<file path="config.mk">
export PLATFORM = sky130hd
export DESIGN_NAME = servo_pwm_multi
export DESIGN_NICKNAME = d
export VERILOG_FILES = /design/src/rtl/servo_pkg.sv /design/src/rtl/servo_pwm_channel.sv /design/src/rtl/servo_pwm_multi.sv
export SDC_FILE = /design/constraint.sdc
export NUM_CORES = 1
export LEC_CHECK = 0
export BUFFER_PORTS_ARGS = -buffer_cell sky130_fd_sc_hd__buf_2
export CORE_ASPECT_RATIO = 0.6
export CORE_MARGIN = 10
export CORE_UTILIZATION = 53
export CTS_CLUSTER_SIZE = 14
export DETAILED_ROUTE_END_ITERATION = 10
export HOLD_SLACK_MARGIN = 0.06
export PLACE_DENSITY = 0.66
export SETUP_SLACK_MARGIN = 0.05
export SKIP_CTS_REPAIR_TIMING = 1
export SLEW_MARGIN = 20
export SYNTH_ARGS = -nofsm -noshare
export SYNTH_HDL_FRONTEND = slang
export SYNTH_SLANG_ARGS = --single-unit
export TNS_END_PERCENT = 20
</file>
<file path="constraint.sdc">
create_clock -name SYSCLK -period 12.98 [get_ports SYSCLK]
set_input_delay 2.596 -clock SYSCLK [delete_from_list [all_inputs] [get_ports SYSCLK]]
set_output_delay 2.596 -clock SYSCLK [all_outputs]
set_load 0.01 [all_outputs]
</file>
<file path="src/rtl/servo_pkg.sv">
// servo_pkg: shared servo PWM defaults (widths in 1 us ticks) and the pulse-width clamp helper
package servo_pkg;
  localparam int NEUTRAL_US = 1500;
  localparam int MIN_US = 1000;
  localparam int MAX_US = 2000;
  localparam int FRAME_US = 20000;
  localparam int SLEW_US = 10;
  function automatic logic [31:0] clamp(input logic [31:0] v, input logic [31:0] lo, input logic [31:0] hi);
    return v < lo ? lo : (v > hi ? hi : v);
  endfunction
endpackage

</file>
<file path="src/rtl/servo_pwm_channel.sv">
// servo_pwm_channel: one servo channel; holds target/active/enable, applies slew at frame boundary, drives registered pwm from frame_cnt < active
module servo_pwm_channel #(
  parameter int W = 16,
  parameter int NEUTRAL_US = 1500,
  parameter int SLEW_US = 10
) (
  input  logic         clk,
  input  logic         rst,
  input  logic         boundary,
  input  logic         wr,
  input  logic         ramp,
  input  logic         en,
  input  logic [W-1:0] wr_data,
  input  logic [W-1:0] frame_cnt,
  output logic [W-1:0] active,
  output logic         pwm
);
  logic [W-1:0] target, step, nxt;
  logic [W:0] diff, mag;
  logic en_q;
  always_comb begin
    diff = {1'b0, target} - {1'b0, active};
    mag = diff[W] ? -diff : diff;
    step = mag > (W+1)'(SLEW_US) ? W'(SLEW_US) : mag[W-1:0];
    nxt = ramp ? (diff[W] ? active - step : active + step) : target;
  end
  always_ff @(posedge clk or posedge rst)
    if (rst) begin
      target <= W'(NEUTRAL_US);
      active <= W'(NEUTRAL_US);
      en_q <= 1'b0;
      pwm <= 1'b0;
    end else begin
      if (wr) target <= wr_data;
      if (boundary) begin
        active <= nxt;
        en_q <= en;
      end
      pwm <= en_q && frame_cnt < active;
    end
endmodule

</file>
<file path="src/rtl/servo_pwm_multi.sv">
// servo_pwm_multi: multi-channel servo PWM; us-tick prescaler, frame counter/FRAME_STB, write decode with clamp and WR_ERR, RD_DATA readback, PWM[NUM_CH]
module servo_pwm_multi import servo_pkg::*; #(
  parameter int NUM_CH = 4,
  parameter int PRESCALE = 10,
  parameter int FRAME_US = servo_pkg::FRAME_US,
  parameter int MIN_US = servo_pkg::MIN_US,
  parameter int MAX_US = servo_pkg::MAX_US,
  parameter int NEUTRAL_US = servo_pkg::NEUTRAL_US,
  parameter int SLEW_US = servo_pkg::SLEW_US,
  parameter int W = 16
) (
  input  logic              SYSCLK,
  input  logic              SYSRESET,
  input  logic              WR_EN,
  input  logic [3:0]        WR_CH,
  input  logic [W-1:0]      WR_DATA,
  input  logic [NUM_CH-1:0] EN_MASK,
  input  logic              RAMP_EN,
  input  logic [3:0]        RD_CH,
  output logic [W-1:0]      RD_DATA,
  output logic              WR_ERR,
  output logic              FRAME_STB,
  output logic [NUM_CH-1:0] PWM
);
  localparam int PW = PRESCALE > 1 ? $clog2(PRESCALE) : 1;
  logic [PW-1:0] prescaler;
  logic [W-1:0] frame_cnt, wr_val, rd_nxt;
  logic [W-1:0] active [NUM_CH];
  logic tick;
  always_comb begin
    tick = prescaler == PW'(PRESCALE - 1);
    FRAME_STB = tick && frame_cnt == W'(FRAME_US - 1);
    wr_val = W'(clamp(32'(WR_DATA), 32'(MIN_US), 32'(MAX_US)));
    rd_nxt = '0;
    for (int i = 0; i < NUM_CH; i++) rd_nxt = RD_CH == 4'(i) ? active[i] : rd_nxt;
  end
  always_ff @(posedge SYSCLK or posedge SYSRESET)
    if (SYSRESET) begin
      prescaler <= '0;
      frame_cnt <= '0;
      WR_ERR <= 1'b0;
      RD_DATA <= W'(NEUTRAL_US);
    end else begin
      prescaler <= tick ? '0 : prescaler + PW'(1);
      if (tick) frame_cnt <= FRAME_STB ? '0 : frame_cnt + W'(1);
      WR_ERR <= WR_EN && {1'b0, WR_CH} >= 5'(NUM_CH);
      RD_DATA <= rd_nxt;
    end
  for (genvar g = 0; g < NUM_CH; g++) begin : ch
    servo_pwm_channel #(.W(W), .NEUTRAL_US(NEUTRAL_US), .SLEW_US(SLEW_US)) u_ch (
      .clk(SYSCLK),
      .rst(SYSRESET),
      .boundary(FRAME_STB),
      .wr(WR_EN && WR_CH == 4'(g)),
      .ramp(RAMP_EN),
      .en(EN_MASK[g]),
      .wr_data(wr_val),
      .frame_cnt(frame_cnt),
      .active(active[g]),
      .pwm(PWM[g])
    );
  end
endmodule
</file>
==> impl_metrics.tcl, run 1 <==
set metrics [dict create \
    grt.overflow.total 0 \
    num_vias 16600 \
    dpl_cell_area_sq_um 18400 \
    dp_hpwl_microns 44100 \
    rsz0062_at_grt "false" \
    crit_path_max_fanout 12 \
    relSlewSlack_pct 26.8 \
    fin_nets 2399 \
    cp-start-kind "register" \
    status "finished clean" \
    synth_ff_type "dfrtp_1" \
    antenna_left 0 \
    critPathMaxStageDelay_ns 0.74 \
    initial_core_util_pct 54.4 \
    r2r_slack_ns 4.18 \
    hold_viol_final 0 \
    ys_ff_latch 173 \
    drc_errors 0 \
    finalInstanceArea_sq_um 19000 \
    pin_count 54 \
    wirelength_microns 56500 \
    diodes 0 \
    yosysSeqAreaShare_pct 24.7 \
    cts_tree "done" \
    dieArea_sq_um 41600 \
    crit_type "reg -> reg" \
    synth_area_leaders "dfrtp_1, ha_1, dfstp_2, o21ai_0, nand2_1" \
    grt_pass1_wl_microns 88800 \
    fp.dieW_microns 257 \
    grt_max_degree 97 \
    whs_path_depth 2 \
    htree_levels 4 \
    finalCritPeriodShare_pct 67.8 \
    grt_antenna_before_repair 1 \
    worstSkewPairLatency_ns 0.46 \
    die_h_microns 162 \
    cts.sinks 173 \
    p_leak_uw 0.00914 \
    cts_buffers 17 \
    min_from "ch[2].u_ch.en_q" \
    syn_avg_cell_area_sq_um 8.22 \
    viasPerCell 6.32 \
    fin_crit_ns 8.80 \
    crit_required_ns 13.30 \
    maxCapViolCount 0 \
    hold_path.class "reg -> reg" \
    synth_enable_flop_cells 0 \
    portBuffers 53 \
    reg2reg_depth 34 \
    drive_above_1_share_pct 10.1 \
    synth_top_area_cell "dfrtp_1" \
    slew_viol_final 0 \
    cp_slowest_cell "xor2_1" \
    fin_skew_ns 0.0122 \
    cp_data_arrival_time_ns 9.12 \
    peakVddDrop_v 0.000117 \
    firstDrtPassIters 8 \
    drtIter0Drc 1606 \
    synth.distinct_cells 101 \
    area_growth_pct 6.25 \
    grt_usage_pct 26.6 \
    synth_area_sq_um 17800 \
    cts_buffer_depth 2 \
    fill_cells 3052 \
    path_clk_slew_ns 0.08 \
    globalplace.congestion 0.950 \
    yosysWarnings 0 \
    syn_inst 2169 \
    core_sq_um 32800 \
    cp-end-kind "register" \
    setup_violations 0 \
    p_per_area_nw_per_um2 73.9 \
    regToRegEndpoint "ch[2].u_ch.active[14]" \
    fmax_ghz 0.114 \
    cts-root-buf "clkbuf_16" \
    grt_pass1_vias 15500 \
    row_count 51 \
    r2r_start "ch[2].u_ch.active[0]" \
    wire_per_inst_microns 21.5 \
    async_reset_ff_share_pct 100 \
    syn-num-nets 2402 \
    worstMarginPinSlew_ns 1.09 \
    post-synth-top-area-fraction_pct 15.4 \
    whs_endpoint "ch[2].u_ch.en_q" \
    fin_tns_setup_ns 0 \
]
[worst max-delay path: cells and delay by family, from the launching register on]
family | cells | cell delay [ns]
flip-flops | 1 | 0.44
adder cells (fa/ha/maj) | 4 | 1.25
multiplexers | 2 | 0.30
AO/OA/AOI/OAI | 14 | 3.11
XOR/XNOR | 2 | 0.91
AND/OR/NAND/NOR | 12 | 2.68
[sequential cells by signal, indices dropped and copies added (netlist names)]
signal,flops
ch.u_ch.active,64
frame_cnt,16
ch.u_ch.target,64
WR_ERR,1
prescaler,4
ch.u_ch.pwm,4
RD_DATA,16
ch.u_ch.en_q,4
[through the flow]
step	util, %	total power [uW]	hold slack (ns)	cells	setup slack, ns
after floorplan	-	813	0.439	2169	5.80
after global placement	56.1	892	0.458	2596	4.72
after detailed placement	56.1	895	0.466	2597	4.44
after CTS	57.8	1400	0.480	2628	4.37
after global routing	57.8	1460	0.494	2628	3.35
final	57.8	1400	0.487	2628	4.18
[worst max path at each step]
stage               cells after the start                  from  slack [ns]               endpoint
global placement                       34  ch[2].u_ch.active[0]        4.72  ch[2].u_ch.active[14]
CTS                                    34  ch[2].u_ch.active[0]        4.37  ch[2].u_ch.active[14]
finish                                 34  ch[2].u_ch.active[0]        4.18  ch[2].u_ch.active[14]
floorplan                               1              SYSRESET        5.80             RD_DATA[0]
global route                           34  ch[2].u_ch.active[0]        3.35  ch[2].u_ch.active[14]
detailed placement                     34  ch[2].u_ch.active[0]        4.44  ch[2].u_ch.active[14]
[placed cells by master (no fill, tap or decap), types with 12 or more instances in the layout]
cell type / Yosys / routed
dfstp_2: 63 / 63
or3_1: 18 / 18
or4_1: 13 / 13
a22oi_1: 16 / 16
ha_1: 193 / 193
dfrtp_1: 110 / 110
a211oi_1: 22 / 22
or2_2: 19 / 18
nor2b_1: 33 / 33
and3_1: 21 / 21
buf_2: 7 / 52
a211o_1: 13 / 13
a21oi_1: 110 / 110
a21o_1: 54 / 54
nand2_1: 236 / 236
o31ai_1: 15 / 15
xor2_1: 44 / 44
nor3_1: 41 / 41
a31oi_1: 20 / 20
inv_1: 127 / 126
o21ai_0: 209 / 209
o211ai_1: 16 / 16
o21bai_1: 19 / 19
nor2_1: 131 / 131
mux2i_1: 88 / 88
a41o_1: 12 / 12
nand4_1: 22 / 22
nand2b_1: 21 / 21
o21a_1: 27 / 27
clkbuf_16: 0 / 17
and2_1: 34 / 34
xnor2_1: 78 / 78
nand3_1: 44 / 44
nor4_1: 17 / 16
[kinds of logic after synthesis]
logic type | Yosys count | synth area share (%)
fa+ha+maj | 201 | 14.4
mux | 96 | 5.44
buf+inv | 209 | 4.61
compound gates | 659 | 24.7
simple gates | 707 | 20.0
flops | 173 | 24.7
xor+xnor | 124 | 6.17
[where the power goes]
part	total, uW	switching, uW	internal [uW]	leakage [uW]
Combinational	296	189	107	0.00689
Sequential	598	24.0	574	0.00197
Clock	507	242	265	0.000272
Total	1400	455	946	0.00914
[cell usage after synthesis (8+ instances only)]
master,number
a221oi_1,11
a211o_1,13
o211ai_1,16
fa_1,8
nor2b_1,33
dfrtp_1,110
nor2_1,131
ha_1,193
a21oi_1,110
a31oi_1,20
or3_1,18
nand2_1,236
nand4_1,22
and2_1,34
nor4b_1,11
nand2b_1,21
o21bai_1,19
xnor2_1,78
o31ai_1,15
or2_2,19
nor3b_1,11
nand3_1,44
mux2_2,8
a22oi_1,16
a211oi_1,22
o21a_1,27
buf_1,10
a41o_1,12
o21ai_0,209
a21boi_0,9
or4_1,13
xor2_1,44
a21o_1,54
nor3_1,41
dfstp_2,63
and4_1,8
clkbuf_1,57
and3_1,21
inv_1,127
nor4_1,17
mux2i_1,88
[metal layers]
| layer | GRT usage [%] | wire length (microns) | part of all wire, % |
|---|---|---|---|
| met4 | 5.12 | 808 | 1.4 |
| met1 | 39.2 | 27700 | 49 |
| met5 | 0 | 0 | 0 |
| met2 | 37.1 | 22300 | 40 |
| met3 | 8.34 | 5570 | 9.9 |
[final cells by class]
cell class | instances | area [sq um] | share of cell area [%]
multi-input cells | 1787 | 12600 | 66.6
flip-flops and latches | 173 | 4410 | 23.3
well taps | 450 | 563 | 2.97
inverters | 127 | 482 | 2.54
clock buffers | 18 | 429 | 2.26
repair buffers | 60 | 324 | 1.71
clock inverters | 13 | 118 | 0.621
(Power assumes the default switching activity.)
==> inputs of run 2 (changes only) <==
==> constraint.sdc (replaced) <==
create_clock -name SYSCLK -period 8.6 [get_ports SYSCLK]
set_input_delay 1.72 -clock SYSCLK [delete_from_list [all_inputs] [get_ports SYSCLK]]
set_output_delay 1.72 -clock SYSCLK [all_outputs]
set_load 0.01 [all_outputs]
==> run 2 against run 1 <==
Utilization grew 0.59 points. First-iteration DRC count up 5.5%. Critical path depth is 6 lower. Via count about the same. Critical endpoint is now ch[3].u_ch.active[15]. Highest routed layer unchanged.
==> impl_metrics.tcl, run 2 (synthesis results as in run 1) <==
set metrics [dict create \
    grt_max_degree 99 \
    grt_pass1_wl_microns 86800 \
    core_sq_um 32800 \
    fin_tns_setup_ns 0 \
    wirelength_microns 55400 \
    critPathMaxStageDelay_ns 0.67 \
    wire_per_inst_microns 20.9 \
    num_vias 16600 \
    htree_levels 4 \
    initial_core_util_pct 54.4 \
    p_per_area_nw_per_um2 111 \
    final_cells 2644 \
    reg_top3 "ch.u_ch.active: 64 flops, ch.u_ch.target: 64 flops" \
    crit_path_max_fanout 11 \
    drc_errors 0 \
    combPwrFrac_pct 20.9 \
    final_common_cell "nand2_1" \
    cp-start-kind "register" \
    grt_pass1_vias 15100 \
    finalInstanceArea_sq_um 19100 \
    fmax_ghz 0.125 \
    path_delay_family "compound AO/OA/AOI/OAI gates" \
    dp_hpwl_microns 43400 \
    p_leak_uw 0.00922 \
    fin_nets 2411 \
    placedCellCount 2607 \
    dpl_cell_area_sq_um 18500 \
    cts.sinks 173 \
    internal-power_uw 1440 \
    antenna_left 0 \
    crit_required_ns 8.94 \
    pin_count 54 \
    drtIter0Drc 1694 \
    cts_buffers 17 \
    grt-busiest-layer "met1" \
    cts_buffer_depth 2 \
    hold_slack_ns 0.482 \
    cts-root-buf "clkbuf_16" \
    layout_common_cells "nand2_1, o21ai_0, ha_1" \
    maxCapViolCount 0 \
    fin_crit_ns 7.97 \
    cp_slowest_cell "or4b_1" \
    viasPerCell 6.29 \
    cts_tree "done" \
    finish.utilization_pct 58.4 \
    crit_type "reg -> reg" \
    finalCritPeriodShare_pct 92.7 \
    power_frac_clock_pct 36.8 \
    peakVddDrop_v 0.000166 \
    seq_power_share_pct 42.4 \
    worstMarginPinSlew_ns 1.11 \
    dieArea_sq_um 41600 \
    drive_above_1_share_pct 11.0 \
    hold_path.class "reg -> reg" \
    row_count 51 \
    met1_usage_pct 39.2 \
    swShare_pct 32.5 \
    status "finished clean" \
    grt.overflow.total 0 \
    crit_buf_inv 0 \
    grt_antenna_before_repair 3 \
    die_h_microns 162 \
    cp_data_arrival_time_ns 8.31 \
    slew_viol_final 0 \
    power_switching_uw 692 \
    cp-end-kind "register" \
    globalplace.congestion 0.942 \
    gr-usage-met2_pct 36.3 \
    rsz0062_at_grt "true" \
    fp.dieW_microns 257 \
    area_growth_pct 7.33 \
    use_met3_pct 6.58 \
    grt_usage_pct 25.9 \
    worstSkewPairLatency_ns 0.45 \
    hold_viol_final 0 \
    fin_skew_ns 0.0128 \
    firstDrtPassIters 5 \
    setup_violations 0 \
    portBuffers 53 \
    relSlewSlack_pct 25.9 \
    path_clk_slew_ns 0.07 \
]
## run 2: per-stage QoR
| step | worst slack (ns) | total power [uW] |
|---|---|---|
| floorplan | 1.46 | 1230 |
| CTS | 0.349 | 2130 |
| detailed placement | 0.400 | 1350 |
| global route | 0.000957 | 2220 |
| finish | 0.630 | 2130 |
| global placement | 0.555 | 1340 |
## run 2: power groups by stage
stage	clock, uW	sequential, uW	combinational [uW]
final	784	903	445
after global routing	824	907	492
after CTS	792	903	433
after detailed placement	0	918	431
after global placement	0	917	425
after floorplan	0	900	327
## run 2: metal layers
metal	up-vias	wire length, microns
li1	7997	-
met1	7944	27600
met2	636	22100
met3	54	5120
met4	0	643
met5	-	0
## run 2: path summary, 6_finish.rpt
kind,startpoint,endpoint,slack [ns],depth (start not counted)
worst max-delay path,ch[3].u_ch.active[0],ch[3].u_ch.active[15],0.63,28
worst min-delay path,ch[1].u_ch.en_q,ch[1].u_ch.en_q,0.48,2
worst max register to register,ch[3].u_ch.active[0],ch[3].u_ch.active[15],0.63,28
worst min register to register,ch[1].u_ch.en_q,ch[1].u_ch.en_q,0.48,2
max in group asynchronous,SYSRESET,ch[1].u_ch.active[13],5.57,3
min in group asynchronous,SYSRESET,ch[2].u_ch.target[9],1.44,2
## run 2: worst register-to-register path: cells and delay by family, from the launching register on
family                     cells  cell delay, ns
DFF                            1            0.44
muxes                          1            0.13
and+or+nand+nor                6            2.17
adders and majority gates      4            1.23
xor gates and xnor gates       1            0.17
AOI/OAI and AO/OA             16            3.74
## run 2: area by class of cell
class | instances | area [sq um]
inverter | 127 | 482
tap | 450 | 563
timing repair buffer | 72 | 418
fill | 3001 | 13700
multi-input combinational | 1787 | 12700
clock buffer | 18 | 429
clock inverter | 14 | 148
sequential | 173 | 4410
antenna | 3 | 7.51
